==> config.mk <==
export PLATFORM = sky130hd
export DESIGN_NAME = paddsb_accum_seq
export DESIGN_NICKNAME = d
export VERILOG_FILES = /design/src/rtl/paddsb_accum_seq.sv
export SDC_FILE = /design/constraint.sdc
export NUM_CORES = 1
export LEC_CHECK = 0
export ABC_AREA = 0
export CAP_MARGIN = 20
export CORE_MARGIN = 10
export CORE_UTILIZATION = 48
export DETAILED_ROUTE_END_ITERATION = 16
export PLACE_DENSITY = 0.85
export SYNTH_ARGS = -nofsm -noshare
export SYNTH_HDL_FRONTEND = slang
export SYNTH_SLANG_ARGS = --single-unit
==> constraint.sdc <==
create_clock -name clk -period 1.9 [get_ports clk]
set_input_delay 0.19 -clock clk [delete_from_list [all_inputs] [get_ports clk]]
set_output_delay 0.19 -clock clk [all_outputs]
set_load 0.02 [all_outputs]
==> src/rtl/paddsb_accum_seq.sv <==
// Burst reducer for the 4-lane saturating nibble adder: accumulates LEN operands
// into one 16-bit word with per-lane signed saturation and sticky overflow flags.
module paddsb_accum_seq #(
  parameter int unsigned CNT_W = 8
) (
  input  logic             clk,
  input  logic             rst_n,
  input  logic             start,
  input  logic [CNT_W-1:0] len,
  input  logic [15:0]      init,
  input  logic             op_valid,
  input  logic [15:0]      op_data,
  output logic             op_ready,
  output logic             res_valid,
  output logic [15:0]      res_data,
  output logic [3:0]       res_sat,
  input  logic             res_ready,
  output logic             busy
);

  localparam int unsigned DATA_W = 16;
  localparam int unsigned LANE_W = 4;
  localparam int unsigned LANES  = DATA_W / LANE_W;

  typedef enum logic [1:0] {
    S_IDLE  = 2'd0,
    S_ACCUM = 2'd1,
    S_DONE  = 2'd2
  } state_e;

  state_e             state_q, state_d;
  logic [DATA_W-1:0]  acc_q, acc_d;
  logic [CNT_W-1:0]   rem_q, rem_d;
  logic [LANES-1:0]   sat_q, sat_d;

  logic [DATA_W-1:0]  sum_c;
  logic [LANES-1:0]   ovf_c;

  // One lane: returns {overflow, saturated sum}; clamps toward the operands' sign.
  function automatic logic [LANE_W:0] lane_satadd(input logic [LANE_W-1:0] a,
                                                  input logic [LANE_W-1:0] b);
    logic [LANE_W-1:0] s;
    logic              ovf;
    s   = a + b;
    ovf = (a[LANE_W-1] == b[LANE_W-1]) && (s[LANE_W-1] != a[LANE_W-1]);
    if (ovf) begin
      return {1'b1, (a[LANE_W-1] ? 4'h8 : 4'h7)};
    end
    return {1'b0, s};
  endfunction

  always_comb begin
    sum_c = '0;
    ovf_c = '0;
    for (int i = 0; i < LANES; i++) begin
      {ovf_c[i], sum_c[i*LANE_W +: LANE_W]} =
        lane_satadd(acc_q[i*LANE_W +: LANE_W], op_data[i*LANE_W +: LANE_W]);
    end
  end

  always_comb begin
    state_d = state_q;
    acc_d   = acc_q;
    rem_d   = rem_q;
    sat_d   = sat_q;
    case (state_q)
      S_IDLE: begin
        if (start) begin
          acc_d   = init;
          rem_d   = len;
          sat_d   = '0;
          state_d = (len == '0) ? S_DONE : S_ACCUM;
        end
      end
      S_ACCUM: begin
        if (op_valid) begin
          acc_d = sum_c;
          sat_d = sat_q | ovf_c;
          rem_d = rem_q - CNT_W'(1);
          if (rem_q == CNT_W'(1)) begin
            state_d = S_DONE;
          end
        end
      end
      S_DONE: begin
        // A start arriving with the result handshake is dropped on purpose.
        if (res_ready) begin
          state_d = S_IDLE;
        end
      end
      default: state_d = S_IDLE;
    endcase
  end

  always_ff @(posedge clk or negedge rst_n) begin
    if (!rst_n) begin
      state_q <= S_IDLE;
      acc_q   <= '0;
      rem_q   <= '0;
      sat_q   <= '0;
    end else begin
      state_q <= state_d;
      acc_q   <= acc_d;
      rem_q   <= rem_d;
      sat_q   <= sat_d;
    end
  end

  // Outputs are plain decodes of flops, so they clear with reset immediately.
  assign op_ready  = (state_q == S_ACCUM);
  assign res_valid = (state_q == S_DONE);
  assign busy      = (state_q != S_IDLE);
  assign res_data  = acc_q;
  assign res_sat   = sat_q;

endmodule

; ---- After elaboration in Yosys (flattened, before gate mapping)
; Index checks and enable logic that the tools add are counted.
[totals]
reg_bits = 30
output_inout_bits = 23
word_cells = 66
[op_classes]
addsub = 5
eq_ne = 15
muxes = 31
n_bitwise = 1
reduce_logical = 10
[ops]
columns = operator, count
row1 = $mux 5, 8
row2 = $mux 16, 2
row3 = $pmux 16 s2, 1
row4 = $mux 4, 6
row5 = $add 4x4->4, 4
row6 = $mux 8, 2
row7 = $pmux 8 s2, 1
row8 = $mux 2, 5
row9 = $eq 8x1->1 const B, 1
row10 = $logic_not 8->1, 1
row11 = $pmux 4 s2, 1
row12 = $sub 8x1->8 const B, 1
row13 = $pmux 2 s3, 1
row14 = $eq 1x1->1, 4
row15 = $logic_and 1x1->1, 4
row16 = $mux 1, 4
row17 = $ne 1x1->1, 4
row18 = $ne 2x1->1 const B, 2
row19 = $ne 2x2->1 const B, 2
row20 = $or 4x4->4, 1
row21 = $reduce_and 4->1, 1
row22 = $reduce_bool 2->1, 2
row23 = $reduce_and 3->1, 1
row24 = $eq 2x1->1 const B, 1
row25 = 2 further kinds, 2

; ---- Depth between registers and ports, before layout
; Gate-level depths: netlist of the first run.
[logic_depth]
depth_word = 8
mapped_depth = 8
ltp_nobuf = 6

; ---- Worst setup path after synthesis of the first run
; Ideal clock, no wire load.
[synth_timing]
kind = register -> register
startpoint = register acc_q[6], in the netlist res_data[6]
endpoint = register acc_q[7], in the netlist res_data[7]
setup_ns = 0.121
arrival_ns = 1.664
t_required_ns = 1.779
slack_ns = 0.115
stages_incl_launch_ff = 7
synth_period_minus_slack_ns = 1.785
cell_sequence = dfrtp_1 ha_1 a21oi_1 and3_1 xnor2_1 o21ai_0 a22o_1
[synth_between]
elab_chain_len = 7
[synth_lines]
columns = item, line
row1 = from (decl), 32  ; logic [DATA_W-1:0] acc_q, acc_d;
row2 = from (signal assigned), 98  ; acc_q <= '0;
row3 = from (signal assigned), 103  ; acc_q <= acc_d;
row4 = $add 4x4->4 *, 44  ; s = a + b;
row5 = $ne 1x1->1, 45  ; ovf = (a[LANE_W-1] == b[LANE_W-1]) && (s[LANE_W-1] != a[LANE_W-1]);
row6 = $logic_and 1x1->1, 45
row7 = $mux 1, 46  ; if (ovf) begin
row8 = $mux 5 *, 49  ; return {1'b0, s};
row9 = $mux 16 *, 76  ; if (op_valid) begin
row10 = $pmux 16 s2 *, 66  ; case (state_q)
; Mark *: on every way between the ends. The rest lies on a longest branch, timed or not. The select of a mux whose other input is x is not followed.
; A chain may end at the register's enable or synchronous reset.

; ---- Final worst setup path of the first run
[layout_timing]
startpoint = register state_q[0]
endpoint = output port res_valid
[layout_between]
elab_chain_len = 1
[layout_lines]
columns = item, line
row1 = from (decl), 31  ; state_e state_q, state_d;
row2 = from (signal assigned), 102  ; state_q <= state_d;
row3 = $eq 2x2->1, 111  ; assign res_valid = (state_q == S_DONE);
row4 = to (decl), 14  ; output logic res_valid,
; Every way passes these cells.

==> flow_summary_export.csv, run 1 <==
group,metric,value,unit
synthesis,synth_area,2370,um2
synthesis,synthXorXnorAreaFrac,1.84,%
synthesis,synth_nets,350,
sta,fin_skew,0.00615,ns
outcome,status,"finished clean",
grt,grt_pass1_wl,12600,um
grt,grt_overflow_total,0,
synthesis,synthFlopType,"dfrtp_1",
die,die_h,90.3,um
synthesis,ys_types,55,
grt,grt_max_degree,31,
worst_setup_path,cp.required,1.71,ns
cells_and_area,area_growth,38.4,%
synthesis,yosysSeqAreaShare,31.6,%
cts,cts_tree,"done",
cts,cts.sinks,30,
worst_setup_path,end_kind,"primary output",
cts,cts_hold_buf,0,
cts,numCtsBuffers,5,
sta,setup_violations,0,
drt,drt_iter0_markers,240,
drt,routedWlPerCell,17.1,um
cells_and_area,final_common_cell,"clkdlybuf4s50_1",
cts,clock_path_buffers,2,
sta,maxSlewHeadroom,72.4,%
cells_and_area,diodes,0,
drt,detail-route-antenna-nets,0,
synthesis,synth_edf_count,0,
worst_setup_path,path_max_fanout,7,
grt,antenna_found_initial,0,
cells_and_area,final_util,69.1,%
worst_setup_path,cp_slowest_cell,"clkdlybuf4s50_1",
min_path,hold_path_class,"primary input to async pin",
drt,wirelength,7470,um
die,io_pins,68,
die,rows,25,
cts,cts_resized,0,
cells_and_area,fin_area,3290,um2
sta,fin_crit,1.85,ns
synthesis,synth_area_leaders,"dfrtp_1 32%, a21oi_1 7.6%, ha_1 7.4%",
synthesis,synth_fa_ha_area_share,10.7,%
synthesis,synth_top_cell_by_area,"dfrtp_1",
synthesis,synth_top_family_by_area,"compound AO/OA/AOI/OAI gates",
cells_and_area,final_cell_mix,"65 x clkdlybuf4s50_1, 35 x a21oi_1, 32 x o21ai_0",
flow_run,max_cap_violations,0,
pwr,leakagePower,1.40,nW
cts,cts.clk_slew.worst_paths,0.06,ns
grt,grtUsageTotal,18.3,%
sta,hold_viol_final,0,
worst_setup_path,cp_top_family,"buffers and inverters",
worst_setup_path,path_buf_inv,2,
worst_setup_path,crit_chain,"buf_4 -> nor2b_1 -> clkdlybuf4s50_1",
worst_setup_path,worstPathArrival,1.66,ns
sta,tightest_slew,0.413,ns
sta,drv_slew,0,
die,fp.dieW,90.3,um
die,core-area,4750,um2
die,initial_utilization,49.9,%
worst_setup_path,critPathKind,"flop to primary output",
drt,vias,2559,
sta,finalCritPeriodShare,97.4,%
placed_design,gp_congestion,0.903,
synthesis,synth_mux_area_share,0.896,%
grt,grt_pass1_vias,2580,
drt,drt-pass1-iter-count,5,
placed_design,portBuffers,67,
synthesis,netlist_instances,287,
synthesis,async_flop_share,100,%
cells_and_area,drive_above_1_share,11.1,%
synthesis,syn_area_per_cell,8.27,um2
synthesis,synth-seq-cells,30,
sta,timing.fmax,0.540,GHz
pwr,peakVddDrop,0.771,mV
worst_setup_path,start_kind,"flop",
cts,root_buffer,"clkbuf_8",
pwr,p_total,5.43,mW
worst_setup_path,max_stage_delay,0.62,ns
cts,clk-insertion-delay-late,0.29,ns
pwr,power.density,1650,nW/um2
synthesis,synth-simple-area-share,20.0,%
cts,cts_setup_buffers,0,
synthesis,synth_top_area_share,31.6,%
cells_and_area,fin_nets,432,
sta,finalWorstSetupSlack,0.0494,ns
placed_design,dp_hpwl,5640,um
synthesis,yosysWarnings,0,
synthesis,synth_compound_area_share,28.0,%
sta,tns,0,ns
drt,avgViaCountPerCell,5.87,
sta,rsz0062_at_grt,"false",
placed_design,place_ws,-0.199,ns
cts,htree_levels,2,
drt,drc,0,
die,dieArea,8160,um2
placed_design,placed_area,3200,um2
per-layer routing:
metal	up-vias	routed length [um]	GRT usage (%)
met5	-	0	0
met3	18	668	6.23
met2	137	3370	28.0
met1	1199	3240	22.8
met4	0	196	8.09
li1	1205	-	-
worst reg2reg max path, stage by stage (launching register included):
cell and delay, ns:
dfrtp_1 0.40, ha_1 0.35, nand3_1 0.16, and2_1 0.22
a221oi_2 0.22, o21ai_1 0.11, a22o_1 0.25
layout make-up:
type | count | area (um2)
well taps | 67 | 83.8
repair buffers | 87 | 826
clock buffers | 7 | 76.3
inverters | 22 | 85.1
flip-flops and latches | 30 | 752
fillers | 389 | 1470
multi-input cells | 223 | 1460
where the power goes:
group / internal (mW) / total (mW) / switching, mW
combinational: 1.63 / 3.61 / 1.98
clock: 0.252 / 0.494 / 0.243
sequential: 0.973 / 1.32 / 0.351
sequential cells by signal (all words and copies together), names as in the netlist:
signal / count
rem_q: 8
res_data: 16
res_sat: 4
state_q: 2
kinds of logic (layout without fill, tap and decap cells):
| kind of cell | count (synthesis) | in the layout |
|---|---|---|
| fa+ha+maj | 18 | 18 |
| xor+xnor | 5 | 5 |
| buf+inv | 34 | 116 |
| compound gates | 107 | 107 |
| simple gates | 91 | 91 |
| flops | 30 | 30 |
| mux | 2 | 2 |
synth_stat cells (all sizes together) (2+ instances only):
| library cell | number |
|---|---|
| o22ai | 4 |
| and2 | 5 |
| a21boi | 2 |
| nand3b | 2 |
| ha | 14 |
| xnor2 | 5 |
| nand2b | 2 |
| nor2b | 3 |
| o211ai | 5 |
| inv | 22 |
| nor3 | 12 |
| nor4 | 3 |
| or3 | 2 |
| a21oi | 37 |
| a31oi | 2 |
| a211oi | 8 |
| a311oi | 2 |
| clkbuf | 3 |
| fa | 4 |
| a21o | 3 |
| nor2 | 22 |
| nand2 | 21 |
| nand3 | 10 |
| o21ai | 34 |
| o31ai | 2 |
| nand4 | 3 |
| dfrtp | 30 |
| buf | 9 |
| and3 | 3 |
final timing paths:
check                                         from  depth (start not counted)  slack (ns)                 endpoint
max                         state_q[0]$_DFFE_PN0P_                          3        0.05                res_valid
min                                          rst_n                          2        0.30   res_sat[1]$_DFFE_PN0P_
max reg2reg                res_data[6]$_DFFE_PN0P_                          6        0.07  res_data[7]$_DFFE_PN0P_
min reg2reg                 res_sat[0]$_DFFE_PN0P_                          2        0.49   res_sat[0]$_DFFE_PN0P_
max in group asynchronous                    rst_n                          2        1.29   state_q[0]$_DFFE_PN0P_
min in group clk            res_sat[0]$_DFFE_PN0P_                          2        0.49   res_sat[0]$_DFFE_PN0P_
per-stage QoR:
stage               std cells  hold slack (ns)
floorplan                 287           -0.106
global placement          429            0.471
detailed placement        429            0.481
CTS                       436            0.304
global route              436            0.339
finish                    436            0.295
No activity file was read; power rests on OpenSTA's default activity.
==> inputs of run 2 (changes only) <==
CORE_UTILIZATION = 52   (was 48)
PLACE_DENSITY = 0.9   (was 0.85)
clock period = 2.2 ns   (was 1.9 ns; I/O delays follow)
==> run 2 against run 1 <==
Routed wire length fell by 4.2%. Worst setup slack gained 0.15 ns. Global-route usage up 0.30 points. Hold slack gained 0.044 ns. Sequential share of layout area is 0.74 points higher. Via count fell by 3.1%. Clock power fell by 4.3%. Flip-flop and latch count stayed put. Largest cell class unchanged.
==> flow_summary_export.csv, run 2 (same netlist as run 1, synthesis figures left out) <==
group,metric,value,unit
die,dieArea,7670,um2
worst_setup_path,cp_slowest_cell,"clkdlybuf4s50_1",
sta,timing.fmax,0.501,GHz
placed_design,portBuffers,67,
cts,cts_setup_buffers,0,
cells_and_area,fin_nets,420,
drt,avgViaCountPerCell,6.05,
sta,fin_crit,2.00,ns
worst_setup_path,critPathKind,"flop to primary output",
placed_design,placed_area,3090,um2
cts,clock_path_buffers,2,
die,die_h,87.6,um
placed_design,gp_congestion,0.889,
worst_setup_path,cp_top_family,"buffers and inverters",
worst_setup_path,start_kind,"flop",
cells_and_area,finalNonFillerCells,410,
pwr,peakVddDrop,0.746,mV
placed_design,dp_hpwl,5330,um
worst_setup_path,end_kind,"primary output",
grt,grt_pass1_wl,11800,um
sta,fin_skew,0.00755,ns
die,rows,24,
sta,drv_slew,0,
cts,root_buffer,"clkbuf_8",
cts,htree_levels,2,
drt,detail-route-antenna-nets,0,
worst_setup_path,r2r-end,"res_data[7]$_DFFE_PN0P_",
cells_and_area,fin_area,3180,um2
cts,cts.sinks,30,
cells_and_area,largest_register_ff_count,16,
drt,routedWlPerCell,17.5,um
sta,maxSlewHeadroom,60.9,%
sta,tightest_slew,0.582,ns
cts,cts_hold_buf,0,
worst_setup_path,cp.required,1.98,ns
worst_setup_path,crit_chain,"buf_4 -> nor2b_1 -> clkdlybuf4s50_1",
worst_setup_path,reg2reg_depth,6,
pwr,p_sw_share,47.8,%
grt,antenna_found_initial,0,
pwr,p_total,4.59,mW
placed_design,dp.cells,402,
sta,finalCritPeriodShare,90.8,%
sta,holdWs,0.339,ns
pwr,leakagePower,1.33,nW
pwr,combPwrFrac,64.2,%
die,fp.dieW,87.6,um
drt,wirelength,7160,um
sta,rsz0062_at_grt,"false",
die,io_pins,68,
cells_and_area,drive_above_1_share,8.38,%
placed_design,place_ws,0.144,ns
drt,vias,2480,
drt,drt_iter0_markers,220,
worst_setup_path,max_stage_delay,0.61,ns
sta,hold_viol_final,0,
grt,grt_pass1_vias,2571,
sta,setup_violations,0,
pwr,seq_power_share,25.5,%
cells_and_area,final_cell_mix,"67 x clkdlybuf4s50_1, 36 x a21oi_1, 32 x o21ai_0",
min_path,hold_path_class,"primary input to async pin",
cells_and_area,final_common_cell,"clkdlybuf4s50_1",
pwr,p_clk_share,10.3,%
cells_and_area,diodes,0,
drt,drt-pass1-iter-count,5,
drt,drc,0,
pwr,switchingPower,2.19,mW
worst_setup_path,r2r_setup_slack,0.39,ns
pwr,p_int,2.40,mW
cts,numCtsBuffers,5,
sta,tns,0,ns
cells_and_area,final_util,72.6,%
flow_run,max_cap_violations,0,
grt,grt_overflow_total,0,
cells_and_area,area_growth,34.1,%
die,core-area,4380,um2
grt,grtUsageTotal,18.6,%
die,initial_utilization,54.2,%
grt,grt_max_degree,34,
sta,finalWorstSetupSlack,0.203,ns
cts,cts_resized,0,
worst_setup_path,worstReg2RegStart,"res_data[6]$_DFFE_PN0P_",
pwr,power.density,1440,nW/um2
outcome,status,"finished clean",
cts,clk-insertion-delay-late,0.29,ns
worst_setup_path,worstPathArrival,1.78,ns
cts,cts_tree,"done",
worst_setup_path,path_buf_inv,2,
worst_setup_path,path_max_fanout,16,
cts,cts.clk_slew.worst_paths,0.07,ns
==> run 2: area by class of cell <==
class / count / area [um2]
clock inverter: 1 / 5.00
inverter: 22 / 85.1
sequential: 30 / 752
tap: 52 / 65.1
multi-input combinational: 223 / 1460
timing repair buffer: 75 / 731
fill: 370 / 1200
clock buffer: 7 / 86.3
==> run 2: routing by layer <==
metal | wire length (um) | up-vias | global-route usage [%]
li1 | - | 1175 | -
met5 | 0 | - | 0
met3 | 689 | 21 | 6.87
met4 | 154 | 0 | 6.09
met1 | 2960 | 1155 | 21.7
met2 | 3360 | 129 | 31.0
==> run 2: how the worst max path moves through the flow <==
stage                                  from                      end  slack [ns]  depth (start not counted)
global placement                 op_data[6]  res_data[7]$_DFFE_PN0P_        0.20                          7
global route         state_q[0]$_DFFE_PN0P_                res_valid        0.15                          3
finish               state_q[0]$_DFFE_PN0P_                res_valid        0.20                          3
floorplan           res_data[6]$_DFFE_PN0P_  res_data[7]$_DFFE_PN0P_        0.42                          6
detailed placement               op_data[6]  res_data[7]$_DFFE_PN0P_        0.14                          7
CTS                  state_q[0]$_DFFE_PN0P_                 op_ready        0.08                          3
==> run 2: power by group through the flow <==
stage	Clock [mW]	Sequential, mW	Combinational, mW
global placement	0	1.15	2.83
global route	0.494	1.21	3.25
finish	0.473	1.17	2.95
detailed placement	0	1.16	2.94
floorplan	0	1.30	1.80
CTS	0.473	1.16	2.96
